[config.mk]
export PLATFORM = sky130hd
export DESIGN_NAME = alu16_seq
export DESIGN_NICKNAME = d
export VERILOG_FILES = /design/src/rtl/alu_pkg.sv /design/src/rtl/nibble_alu4.sv /design/src/rtl/alu16_seq.sv
export SDC_FILE = /design/constraint.sdc
export NUM_CORES = 1
export LEC_CHECK = 0
export ABC_AREA = 1
export BUFFER_PORTS_ARGS = -buffer_cell sky130_fd_sc_hd__buf_2
export CAP_MARGIN = 20
export CORE_MARGIN = 1.5
export CORE_UTILIZATION = 40
export DETAILED_ROUTE_END_ITERATION = 12
export MAX_ROUTING_LAYER = met4
export PLACE_DENSITY = 0.7
export SETUP_SLACK_MARGIN = 0.5
export SYNTH_ARGS = -nofsm -noshare
export SYNTH_HDL_FRONTEND = slang
export SYNTH_SLANG_ARGS = --single-unit
export TNS_END_PERCENT = 1
[constraint.sdc]
create_clock -name clk -period 5.5 [get_ports clk]
set_input_delay 0.825 -clock clk [delete_from_list [all_inputs] [get_ports clk]]
set_output_delay 0.825 -clock clk [all_outputs]
set_load 0.02 [all_outputs]
[src/rtl/alu_pkg.sv]
// Shared definitions for the nibble-sliced ALU: op encoding, FSM states, slice geometry.
// Pure declarations; no timing of its own.
// Imported by nibble_alu4 and alu16_seq.
package alu_pkg;

  localparam int NIB     = 4;
  localparam int NUM_NIB = 4;

  localparam logic [2:0] OP_NOTA = 3'b000;
  localparam logic [2:0] OP_NOTB = 3'b001;
  localparam logic [2:0] OP_AND  = 3'b010;
  localparam logic [2:0] OP_OR   = 3'b011;
  localparam logic [2:0] OP_XOR  = 3'b100;
  localparam logic [2:0] OP_XNOR = 3'b101;
  localparam logic [2:0] OP_ADD  = 3'b110;
  localparam logic [2:0] OP_SUB  = 3'b111;

  typedef enum logic [1:0] {
    ST_IDLE = 2'd0,
    ST_RUN  = 2'd1,
    ST_DONE = 2'd2
  } state_t;

  // ADD and SUB share the 11x encoding; everything else is bitwise.
  function automatic logic is_arith(input logic [2:0] op);
    return (op[2:1] == 2'b11);
  endfunction

endpackage

[src/rtl/nibble_alu4.sv]
// 4-bit ALU slice: bitwise ops or add/subtract with carry in/out and carry into bit 3.
// Purely combinational, zero latency.
// No flow control; the caller sequences it.
module nibble_alu4
  import alu_pkg::*;
(
  input  logic [NIB-1:0] a4,
  input  logic [NIB-1:0] b4,
  input  logic           cin,
  input  logic [2:0]     op,
  output logic [NIB-1:0] r4,
  output logic           cout,
  output logic           c3,
  output logic           zero4
);

  logic [NIB-1:0] b_eff;
  logic [NIB:0]   sum;
  logic [NIB-1:0] low_sum;

  // Bitwise result or ripple sum; SUB inverts b and relies on cin for the +1.
  always_comb begin
    b_eff   = op[0] ? ~b4 : b4;
    sum     = {1'b0, a4} + {1'b0, b_eff} + {{NIB{1'b0}}, cin};
    low_sum = {1'b0, a4[NIB-2:0]} + {1'b0, b_eff[NIB-2:0]} + {{(NIB-1){1'b0}}, cin};
    r4      = '0;
    cout    = 1'b0;
    c3      = 1'b0;
    case (op)
      OP_NOTA: r4 = ~a4;
      OP_NOTB: r4 = ~b4;
      OP_AND:  r4 = a4 & b4;
      OP_OR:   r4 = a4 | b4;
      OP_XOR:  r4 = a4 ^ b4;
      OP_XNOR: r4 = ~(a4 ^ b4);
      default: begin
        r4   = sum[NIB-1:0];
        cout = sum[NIB];
        c3   = low_sum[NIB-1];
      end
    endcase
    zero4 = (r4 == '0);
  end

endmodule

[src/rtl/alu16_seq.sv]
// 16-bit ALU sequencer: time-multiplexes one 4-bit slice over four nibbles, LSB first.
// Latency: done pulses 5 cycles after the start cycle; busy during the 4 nibble cycles.
// No backpressure; start is only honoured in IDLE or DONE and is dropped while busy.
module alu16_seq
  import alu_pkg::*;
(
  input  logic        clk,
  input  logic        reset,
  input  logic        start,
  input  logic [2:0]  op,
  input  logic [15:0] a,
  input  logic [15:0] b,
  output logic        busy,
  output logic        done,
  output logic [15:0] result,
  output logic        c,
  output logic        n,
  output logic        z,
  output logic        v
);

  localparam logic [1:0] LAST_IDX = 2'(NUM_NIB - 1);

  state_t      state;
  logic [2:0]  op_q;
  logic [15:0] a_q;
  logic [15:0] b_q;
  logic [11:0] acc;
  logic [1:0]  idx;
  logic        carry;
  logic        zacc;

  logic [NIB-1:0] a4;
  logic [NIB-1:0] b4;
  logic           cin;
  logic [NIB-1:0] r4;
  logic           cout;
  logic           c3;
  logic           zero4;

  // Nibble select and carry chain: nibble 0 takes op[0] as carry-in (the +1 of SUB).
  always_comb begin
    a4  = a_q[{idx, 2'b00} +: NIB];
    b4  = b_q[{idx, 2'b00} +: NIB];
    cin = (idx == 2'd0) ? op_q[0] : carry;
  end

  nibble_alu4 u_slice (
    .a4    (a4),
    .b4    (b4),
    .cin   (cin),
    .op    (op_q),
    .r4    (r4),
    .cout  (cout),
    .c3    (c3),
    .zero4 (zero4)
  );

  assign busy = (state == ST_RUN);
  assign done = (state == ST_DONE);

  // Sequencer: capture on start, one nibble per RUN cycle, commit word and flags together.
  always_ff @(posedge clk) begin
    if (reset) begin
      state  <= ST_IDLE;
      op_q   <= '0;
      a_q    <= '0;
      b_q    <= '0;
      acc    <= '0;
      idx    <= '0;
      carry  <= 1'b0;
      zacc   <= 1'b1;
      result <= '0;
      c      <= 1'b0;
      n      <= 1'b0;
      z      <= 1'b0;
      v      <= 1'b0;
    end else begin
      case (state)
        ST_IDLE, ST_DONE: begin
          if (start) begin
            op_q  <= op;
            a_q   <= a;
            b_q   <= b;
            idx   <= '0;
            carry <= 1'b0;
            zacc  <= 1'b1;
            state <= ST_RUN;
          end else begin
            state <= ST_IDLE;
          end
        end
        ST_RUN: begin
          case (idx)
            2'd0:    acc[3:0]  <= r4;
            2'd1:    acc[7:4]  <= r4;
            2'd2:    acc[11:8] <= r4;
            default: ;
          endcase
          carry <= cout;
          zacc  <= zacc & zero4;
          idx   <= idx + 2'd1;
          if (idx == LAST_IDX) begin
            // Top nibble comes straight from the slice so the word commits in one edge.
            state  <= ST_DONE;
            result <= {r4, acc};
            n      <= r4[NIB-1];
            z      <= zacc & zero4;
            c      <= is_arith(op_q) & cout;
            v      <= is_arith(op_q) & (c3 ^ cout);
          end
        end
        default: state <= ST_IDLE;
      endcase
    end
  end

endmodule

==> results of run 1 <==
where the power goes:
group / switching (mW) / internal (mW)
logic: 0.157 / 0.0914
registers: 0.0276 / 0.551
clock network: 0.197 / 0.253
total: 0.382 / 0.895
Yosys cell counts, types with 2 or more instances:
cell type / instances / area, um2
ha_1: 16 / 200.2
nand3_2: 12 / 120.1
inv_2: 6 / 22.52
buf_6: 3 / 33.78
nor2_1: 104 / 390.4
nand2_4: 2 / 22.52
a21oi_1: 18 / 90.09
dfxtp_1: 72 / 1441
nand2_1: 70 / 262.8
nand2_2: 12 / 75.07
o211ai_1: 4 / 30.03
fa_1: 2 / 40.04
inv_4: 2 / 12.51
nand3_1: 19 / 95.09
inv_1: 35 / 131.4
nor2_2: 6 / 37.54
buf_4: 2 / 15.01
xor2_1: 6 / 52.55
o21ai_0: 64 / 320.3
nor3_2: 2 / 20.02
buf_2: 3 / 15.01
nor2_4: 2 / 22.52
nand4_2: 2 / 25.02
clkbuf_1: 14 / 52.55
per-layer routing:
| layer | vias up | routed length (um) | track usage (%) |
|---|---|---|---|
| li1 | 1650 | - | - |
| met1 | 1442 | 3744 | 21.49 |
| met2 | 60 | 3924 | 30.24 |
| met3 | 16 | 272 | 3.722 |
| met4 | 0 | 180 | 7.259 |
| met5 | - | 0 | - |
flip-flops by register name, indices dropped and copies added (netlist names), 2 cells and up:
name    count
a_q        16
b_q        16
result     16
acc        12
op_q        3
idx         2
state       2
per-stage QoR:
stage          hold slack [ns]  util (%)  setup slack (ns)  instance area, um2  instances
2_1_floorplan           0.4375         -             2.911                3630        488
3_3_place_gp            0.4639     44.89             2.524                3934        633
3_5_place_dp            0.4684     44.89             2.444                3934        633
4_1_cts                 0.4802     47.29             2.420                4144        648
5_1_grt                 0.5110     47.29             2.199                4144        648
6_report                0.4746     47.29             2.416                4144        648
cells by family (layout without fill, tap and decap cells):
kind of cell / Yosys count / count (layout) / synth area share [%]
xor+xnor: 7 / 7 / 1.689
buf+inv: 68 / 120 / 8.790
fa+ha+maj: 18 / 18 / 6.618
simple gates: 233 / 233 / 30.27
compound gates: 90 / 90 / 12.93
flops: 72 / 72 / 39.71
area by class of cell:
class / count / share of cell area, %
Tap cell: 108 / 3.261
Sequential cell: 72 / 34.78
Inverter: 44 / 4.287
Clock inverter: 5 / 1.993
Clock buffer: 10 / 3.080
Multi-Input combinational cell: 348 / 45.11
Timing Repair Buffer: 61 / 7.488
worst max-delay path, cell delays in order, from the launching register on:
cell and delay (ns):
dfxtp_1 0.85, inv_8 0.15, ha_1 0.25, inv_1 0.08, o21ai_0 0.10, fa_1 0.41
inv_1 0.08, fa_1 0.40, or2_2 0.33, nand4_4 0.11, nor2_2 0.05, nand3_2 0.07
nand3_1 0.07
worst paths after layout:
check,start,end,slack (ns),cells past startpoint
hold reg to reg,carry,carry,0.47,2
setup / recovery,idx[0],zacc,2.42,12
hold / removal,carry,carry,0.47,2
setup reg to reg,idx[0],zacc,2.42,12
==> out/qor.csv, run 1 <==
metric,value,unit
via_per_inst,4.889,
start_util,41.42,%
status,finished clean,
layout_common_cells,"104 x nor2_1, 72 x dfxtp_1, 70 x nand2_1",
area_delta_synth_final,14.17,%
cts_tree,done,
antenna_found_initial,0,
drc_errors,0,
clockRootBuffer,clkbuf_8,
cts.sinks,72,
synth_async_sr_flop_share,0,%
cts_setup_buffers,0,
grt_setup_unrepaired,false,
netlist_area,0.003630,mm2
avgRoutedWirePerCell,12.53,um
n_fill_cell,885,
multiInputGateArea,0.001869,mm2
finalClockSkew,0.01282,ns
clockBufferDepth,2,
nets,592,
die_x,98.26,um
required,5.72,ns
slew_viol_final,0,
worst_skew_pair.late_latency,0.35,ns
irDropWorstVdd,137.2,uV
crit_fanout,21,
power.total,1.277,mW
grt_pass1_wl,13.77,mm
start_kind,flop,
fin_crit,3.084,ns
arrival,3.31,ns
grt-ovfl-total,0,
p_leak,2.009,nW
power.density,308.2,mW/mm2
synth_edf_count,0,
ys_types,34,
ant_nets,0,
die_height,98.26,um
drtIter0Drc,143,
firstDrtPassIters,4,
syn_nets,544,
first_global_vias,3099,
ys_seq_area_share,39.71,%
hold_buffers,0,
slew-limit-headroom,39.31,%
numCtsBuffers,9,
dpl.hpwl,5.890,mm
totalWireLength,8.121,mm
setup_tns,0,ns
antenna_cells,0,
die_area,0.009655,mm2
ios,60,
period_share,56.07,%
cts_resized,0,
register_area,0.001441,mm2
tightestPinTransition,0.9094,ns
std_cell_rows,34,
max_cap_violations,0,
drive_gt1_share,23.15,%
syn-mean-instance-area,7.438,um2
worst_hold_path_type,flop to flop,
synthFlopType,dfxtp_1,
grt_usage,18.16,%
yosysWarnings,0,
fp.coreArea,0.008763,mm2
path_class,flop to flop,
grt_max_degree,67,
cts.clk_slew.worst_paths,0.07,ns
ys_seq_elements,72,
setup_viol,0,
syn_inst,488,
vias,3168,
io_buffers,59,
final_common_cell,nor2_1,
globalplace.congestion,0.8822,
hold_viol_final,0,
clock.fmax,324.3,MHz
critPathCaptureType,flop,
htreeDepth,3,
Note: power is estimated with default switching activity, not from simulation.
==> run 2: changes to the inputs <==
--- a/config.mk
+++ b/config.mk
@@ -5,14 +5,14 @@
 export SDC_FILE = /design/constraint.sdc
 export NUM_CORES = 1
 export LEC_CHECK = 0
-export ABC_AREA = 1
+export ABC_AREA = 0
 export BUFFER_PORTS_ARGS = -buffer_cell sky130_fd_sc_hd__buf_2
 export CAP_MARGIN = 20
 export CORE_MARGIN = 1.5
 export CORE_UTILIZATION = 40
 export DETAILED_ROUTE_END_ITERATION = 12
 export MAX_ROUTING_LAYER = met4
-export PLACE_DENSITY = 0.7
+export PLACE_DENSITY = 0.72
 export SETUP_SLACK_MARGIN = 0.5
 export SYNTH_ARGS = -nofsm -noshare
 export SYNTH_HDL_FRONTEND = slang
==> constraint.sdc (replaced) <==
create_clock -name clk -period 2.7 [get_ports clk]
set_input_delay 0.405 -clock clk [delete_from_list [all_inputs] [get_ports clk]]
set_output_delay 0.405 -clock clk [all_outputs]
set_load 0.02 [all_outputs]
==> out/qor.csv, run 2 <==
metric,value,unit,change
drive_gt1_share,27.20,%,was 23.15%
placed_cells,580,,was 633
grt_usage,17.72,%,was 18.16%
grt-ovfl-total,0,,unchanged
dpl.hpwl,5.902,mm,was 5.890 mm
synth.top_cell.area_share,40.94,%,was 39.71%
synth.area.top_cells,"dfxtp_1 41%, nand2_1 12%, a21oi_1 8.2%",,"was dfxtp_1 40%, nor2_1 11%, o21ai_0 8.8%"
die_x,96.82,um,was 98.26 um
cts_tree,done,,unchanged
fin_crit,2.793,ns,was 3.084 ns
grt_pass1_wl,13.19,mm,was 13.77 mm
final_common_cell,nand2_1,,was nor2_1
design_area,0.004262,mm2,was 0.004144 mm2
layout_common_cells,"111 x nand2_1, 70 x dfxtp_1, 59 x buf_2",,"was 104 x nor2_1, 72 x dfxtp_1, 70 x nand2_1"
setup_tns,-0.4391,ns,was 0 ns
netlist_area,0.003521,mm2,was 0.003630 mm2
grt_max_degree,43,,was 67
synth_top_area_cell,dfxtp_1,,unchanged
ant_nets,0,,unchanged
finalNonFillerCells,597,,was 648
crit_fanout,5,,was 21
syn-mean-instance-area,8.304,um2,was 7.438 um2
clockBufferDepth,2,,unchanged
ys_seq_area_share,40.94,%,was 39.71%
top_regs,"a_q x16, b_q x16, result x16",,unchanged
hold_viol_final,0,,unchanged
tightestPinTransition,0.6503,ns,was 0.9094 ns
worst_hold_path_type,input pin to flop,,was flop to flop
irDropWorstVdd,347.6,uV,was 137.2 uV
drc_errors,0,,unchanged
htreeDepth,3,,unchanged
reg2reg_to,zacc,,unchanged
numCtsBuffers,9,,unchanged
via_per_inst,5.112,,was 4.889
cts.sinks,72,,unchanged
synthTopCellsByCount,"112 x nand2_1, 72 x dfxtp_1, 58 x a21oi_1",,"was 104 x nor2_1, 72 x dfxtp_1, 70 x nand2_1"
antenna_cells,0,,unchanged
setup_viol,7,,was 0
reg2reg_depth,10,,was 12
clock.fmax,358.1,MHz,was 324.3 MHz
critPathCapture,zacc,,unchanged
violations,negative setup slack,,
period_share,103.4,%,was 56.07%
worst_skew_pair.late_latency,0.36,ns,was 0.35 ns
firstDrtPassIters,4,,unchanged
vias,3052,,was 3168
r2r_start,idx[0],,unchanged
power.total,2.331,mW,was 1.277 mW
yosysWarnings,0,,unchanged
avgRoutedWirePerCell,13.26,um,was 12.53 um
p_leak,1.761,nW,was 2.009 nW
power.density,546.9,mW/mm2,was 308.2 mW/mm2
synth_edf_count,0,,unchanged
ys_types,40,,was 34
finalClockSkew,0.008203,ns,was 0.01282 ns
max_cap_violations,0,,unchanged
fp.coreArea,0.008636,mm2,was 0.008763 mm2
critPathCaptureType,flop,,unchanged
area_delta_synth_final,21.04,%,was 14.17%
antenna_found_initial,0,,unchanged
ios,60,,unchanged
io_buffers,59,,unchanged
rrSetupSlack,-0.09,ns,was 2.42 ns
syn_nets,480,,was 544
die_height,96.82,um,was 98.26 um
syn_inst,424,,was 488
ys_seq_elements,72,,unchanged
clockRootBuffer,clkbuf_8,,unchanged
std_cell_rows,34,,unchanged
drtIter0Drc,104,,was 143
grt_setup_unrepaired,true,,was false
slew_viol_final,0,,unchanged
setup_ws,-0.09258,ns,was 2.416 ns
hold_buffers,0,,unchanged
status,finished with violations,,was finished clean
arrival,3.07,ns,was 3.31 ns
path_class,flop to flop,,unchanged
slew-limit-headroom,56.65,%,was 39.31%
placed_cell_area,0.004030,mm2,was 0.003934 mm2
totalWireLength,7.917,mm,was 8.121 mm
synthFlopType,dfxtp_1,,unchanged
start_kind,flop,,unchanged
first_global_vias,2915,,was 3099
synth_async_sr_flop_share,0,%,unchanged
startpoint,idx[0],,unchanged
die_area,0.009374,mm2,was 0.009655 mm2
globalplace.congestion,0.8895,,was 0.8822
nets,540,,was 592
required,2.98,ns,was 5.72 ns
yosysMostFrequentCell,nand2_1,,was nor2_1
start_util,40.77,%,was 41.42%
fin_util,49.35,%,was 47.29%
cts.clk_slew.worst_paths,0.08,ns,was 0.07 ns
run 2: cell count changes in the layout (fill, tap and decap cells not counted), moves of 7 or more:
cell,delta
mux4_2,+9
nand3_2,-12
inv_1,-19
a21oi_1,+38
nand3_1,-18
o21ai_0,-56
nor2_1,-84
a211oi_1,+9
nand2_2,-11
and2_1,+7
buf_4,+17
nand2_1,+41
nor2b_1,+7
run 2: cell type report:
cell class | instances | area [um2]
Clock buffer | 10 | 137.6
Clock inverter | 6 | 45.04
Fill cell | 852 | 4374
Timing Repair Buffer | 81 | 489.2
Multi-Input combinational cell | 303 | 1944
Tap cell | 108 | 135.1
Sequential cell | 72 | 1446
Inverter | 17 | 63.81
run 2: cells by family after synthesis:
group | count (synthesis) | synth area share (%)
adder cells (fa/ha/maj) | 18 | 6.823
buffers and inverters | 49 | 5.686
XOR/XNOR | 6 | 1.493
AO/OA/AOI/OAI | 97 | 15.96
AND/OR/NAND/NOR | 165 | 19.90
flip-flops | 72 | 40.94
multiplexers | 17 | 9.204
run 2: repair_timing:
item | 4_1_cts | 5_1_grt
setup endpoints to repair | 21 | 21
pin swaps | 3 | 3
resized for setup | 4 | 10
setup buffers | 0 | 1
endpoints found under the hold margin | 0 | 0
run 2: critical path, cell delays in order, from the launching register on:
cell and delay, ns:
dfxtp_4 0.39, mux4_2 0.54, xor2_2 0.17, fa_2 0.24, inv_2 0.04, fa_2 0.51, and3_4 0.18, a211oi_2 0.05
a21oi_2 0.25, nand2_2 0.10, o31ai_2 0.25
run 2: through the flow:
step	setup slack (ns)	hold WS [ns]
finish	-0.09258	0.2807
global route	-0.2226	0.2743
CTS	-0.08603	0.2622
detailed placement	-0.07763	0.4435
global placement	-0.01275	0.4401
floorplan	-0.08529	0.4315
run 2: how the worst min path moves through the flow:
stage                   start        end  slack, ns  depth (start not counted)
finish                  b[14]    b_q[14]       0.28                          3
floorplan              a_q[7]     a_q[7]       0.43                          2
global route            a[12]    a_q[12]       0.27                          3
CTS                     b[10]    b_q[10]       0.26                          3
detailed placement  result[4]  result[4]       0.44                          2
global placement    result[4]  result[4]       0.44                          2
run 2: layer usage:
metal	GRT usage (%)	routed length, um	up-vias
li1	-	-	1546
met1	21.43	3579	1415
met2	29.05	3822	80
met3	4.335	398	11
met4	5.797	116	0
met5	-	0	-
run 2: where the power goes:
group / switching [mW] / internal, mW / total (mW)
Clock: 0.415 / 0.359 / 0.774
Combinational: 0.219 / 0.191 / 0.410
Sequential: 0.0400 / 1.11 / 1.15
==> run 3: changes to the inputs <==
--- a/config.mk
+++ b/config.mk
@@ -8,10 +8,9 @@
 export ABC_AREA = 0
 export BUFFER_PORTS_ARGS = -buffer_cell sky130_fd_sc_hd__buf_2
 export CAP_MARGIN = 20
-export CORE_MARGIN = 1.5
+export CORE_MARGIN = 4
 export CORE_UTILIZATION = 40
 export DETAILED_ROUTE_END_ITERATION = 12
-export MAX_ROUTING_LAYER = met4
 export PLACE_DENSITY = 0.72
 export SETUP_SLACK_MARGIN = 0.5
 export SYNTH_ARGS = -nofsm -noshare
==> out/qor.csv, run 3 (synthesis gave the netlist of run 2 again) <==
metric,value,unit,change
max_cap_violations,0,,unchanged
antenna_found_initial,0,,unchanged
final_common_cell,nand2_1,,unchanged
io_buffers,59,,unchanged
ios,60,,unchanged
totalWireLength,8.246,mm,was 7.917 mm
htreeDepth,3,,unchanged
vias,3106,,was 3052
p_int,1.760,mW,was 1.657 mW
finalNonFillerCells,595,,was 597
period_share,103.3,%,was 103.4%
nets,541,,was 540
arrival,3.06,ns,was 3.07 ns
path_class,flop to flop,,unchanged
power.density,576.8,mW/mm2,was 546.9 mW/mm2
globalplace.congestion,0.8764,,was 0.8895
avgRoutedWirePerCell,13.86,um,was 13.26 um
grt_pass1_wl,13.84,mm,was 13.19 mm
slew-limit-headroom,56.96,%,was 56.65%
drc_errors,0,,unchanged
status,finished with violations,,unchanged
p_leak,1.784,nW,was 1.761 nW
area_delta_synth_final,21.36,%,was 21.04%
hold_viol_final,0,,unchanged
cts.clk_slew.worst_paths,0.09,ns,was 0.08 ns
worst_skew_pair.late_latency,0.35,ns,was 0.36 ns
crit_fanout,6,,was 5
fp.coreArea,0.008382,mm2,was 0.008636 mm2
violations,negative setup slack,,unchanged
critPathCapture,z,,was zacc
critPathCaptureType,flop,,unchanged
dpl.hpwl,6.210,mm,was 5.902 mm
post-place-ws,-0.08152,ns,was -0.07763 ns
p_clk_share,36.9,%,was 33.2%
clock.fmax,358.5,MHz,was 358.1 MHz
finalClockSkew,0.01142,ns,was 0.008203 ns
fin_crit,2.789,ns,was 2.793 ns
tightestPinTransition,0.6456,ns,was 0.6503 ns
grt_setup_unrepaired,true,,unchanged
die_area,0.01037,mm2,was 0.009374 mm2
die_height,101.8,um,was 96.82 um
drive_gt1_share,26.73,%,was 27.20%
startpoint,idx[0],,unchanged
ant_nets,0,,unchanged
clockRootBuffer,clkbuf_8,,unchanged
holdWs,0.2827,ns,was 0.2807 ns
r2r_start,idx[0],,unchanged
cts.sinks,72,,unchanged
placed_cells,579,,was 580
setup_ws,-0.08924,ns,was -0.09258 ns
p_sw,704.6,uW,was 674.3 uW
setup_viol,14,,was 7
grt_usage,16.56,%,was 17.72%
die_x,101.8,um,was 96.82 um
drtIter0Drc,93,,was 104
irDropWorstVdd,293.4,uV,was 347.6 uV
hold_buffers,0,,unchanged
p_sw_share,28.59,%,was 28.93%
reg2reg_to,z,,was zacc
required,2.97,ns,was 2.98 ns
layout_common_cells,"112 x nand2_1, 70 x dfxtp_1, 59 x buf_2",,"was 111 x nand2_1, 70 x dfxtp_1, 59 x buf_2"
grt_max_degree,38,,was 43
start_kind,flop,,unchanged
worst_hold_path_type,input pin to flop,,unchanged
slew_viol_final,0,,unchanged
top_regs,"a_q x16, b_q x16, result x16",,unchanged
via_per_inst,5.220,,was 5.112
numCtsBuffers,9,,unchanged
n_fill_cell,790,,was 852
reg2reg_depth,10,,unchanged
clockBufferDepth,2,,unchanged
cts_tree,done,,unchanged
power_frac_comb,16.6,%,was 17.6%
cts_setup_buffers,0,,unchanged
std_cell_rows,33,,was 34
antenna_cells,0,,unchanged
start_util,42.01,%,was 40.77%
seq_power_share,46.5,%,was 49.2%
firstDrtPassIters,4,,unchanged
setup_tns,-0.6693,ns,was -0.4391 ns
grt-ovfl-total,0,,unchanged
first_global_vias,3039,,was 2915
rrSetupSlack,-0.09,ns,about the same
run 3: cell count changes in the layout (fill, tap and decap cells not counted), sizes merged:
cell / delta
inv: +4
clkinv: -3
buf: +1
bufinv: +1
clkinvlp: -2
run 3: cell type report:
| cell class | count | area, um2 | area share, % |
|---|---|---|---|
| Clock inverter | 6 | 72.57 | 1.698 |
| Clock buffer | 10 | 137.6 | 3.221 |
| Multi-Input combinational cell | 303 | 1941 | 45.42 |
| Timing Repair Buffer | 82 | 480.5 | 11.24 |
| Inverter | 17 | 63.81 | 1.493 |
| Tap cell | 105 | 131.4 | 3.075 |
| Sequential cell | 72 | 1446 | 33.85 |
run 3: power by group through the flow:
stage	Combinational (mW)	Clock, mW	Sequential, mW
global route	0.460	0.969	1.15
detailed placement	0.401	0	1.17
finish	0.410	0.908	1.15
CTS	0.404	0.921	1.15
floorplan	0.285	0	1.15
global placement	0.384	0	1.17
run 3: metal layers:
metal  wire, um  track usage (%)  share of wire [%]  up-vias
met4         89            6.256                1.1        0
met1       3700            20.44                 45     1466
met3        422            4.027                5.1       12
li1           -                -                  -     1550
met2       4033            28.12                 49       78
met5          0                0                  0        -
run 3: through the flow:
stage | utilization [%] | cell area, um2 | total power [mW]
finish | 50.98 | 4273 | 2.464
global route | 50.98 | 4273 | 2.581
CTS | 50.62 | 4243 | 2.470
detailed placement | 48.07 | 4029 | 1.571
global placement | 48.07 | 4029 | 1.553
floorplan | - | 3557 | 1.436
run 3: worst max-delay path, cell delays in order (launching register included):
cell and delay (ns):
dfxtp_4 0.40, mux4_2 0.55, xor2_2 0.17, fa_2 0.24, inv_2 0.04, fa_2 0.51, and3_4 0.18, a211oi_2 0.04
a21oi_2 0.24, nand2_1 0.12, o31ai_1 0.23
run 3: what timing repair did:
| item | CTS | global route |
|---|---|---|
| setup endpoints to repair | 21 | 21 |
| resized for setup | 4 | 7 |
| pin swaps | 0 | 4 |
run 3: worst min-delay path by stage:
stage	start	end	slack, ns	cells after the start
6_report	b[10]	b_q[10]	0.28	3
5_1_grt	b[10]	b_q[10]	0.28	3
4_1_cts	b[10]	b_q[10]	0.27	3
3_5_place_dp	result[1]	result[1]	0.44	2
3_3_place_gp	result[0]	result[0]	0.44	2
2_1_floorplan	a_q[7]	a_q[7]	0.43	2
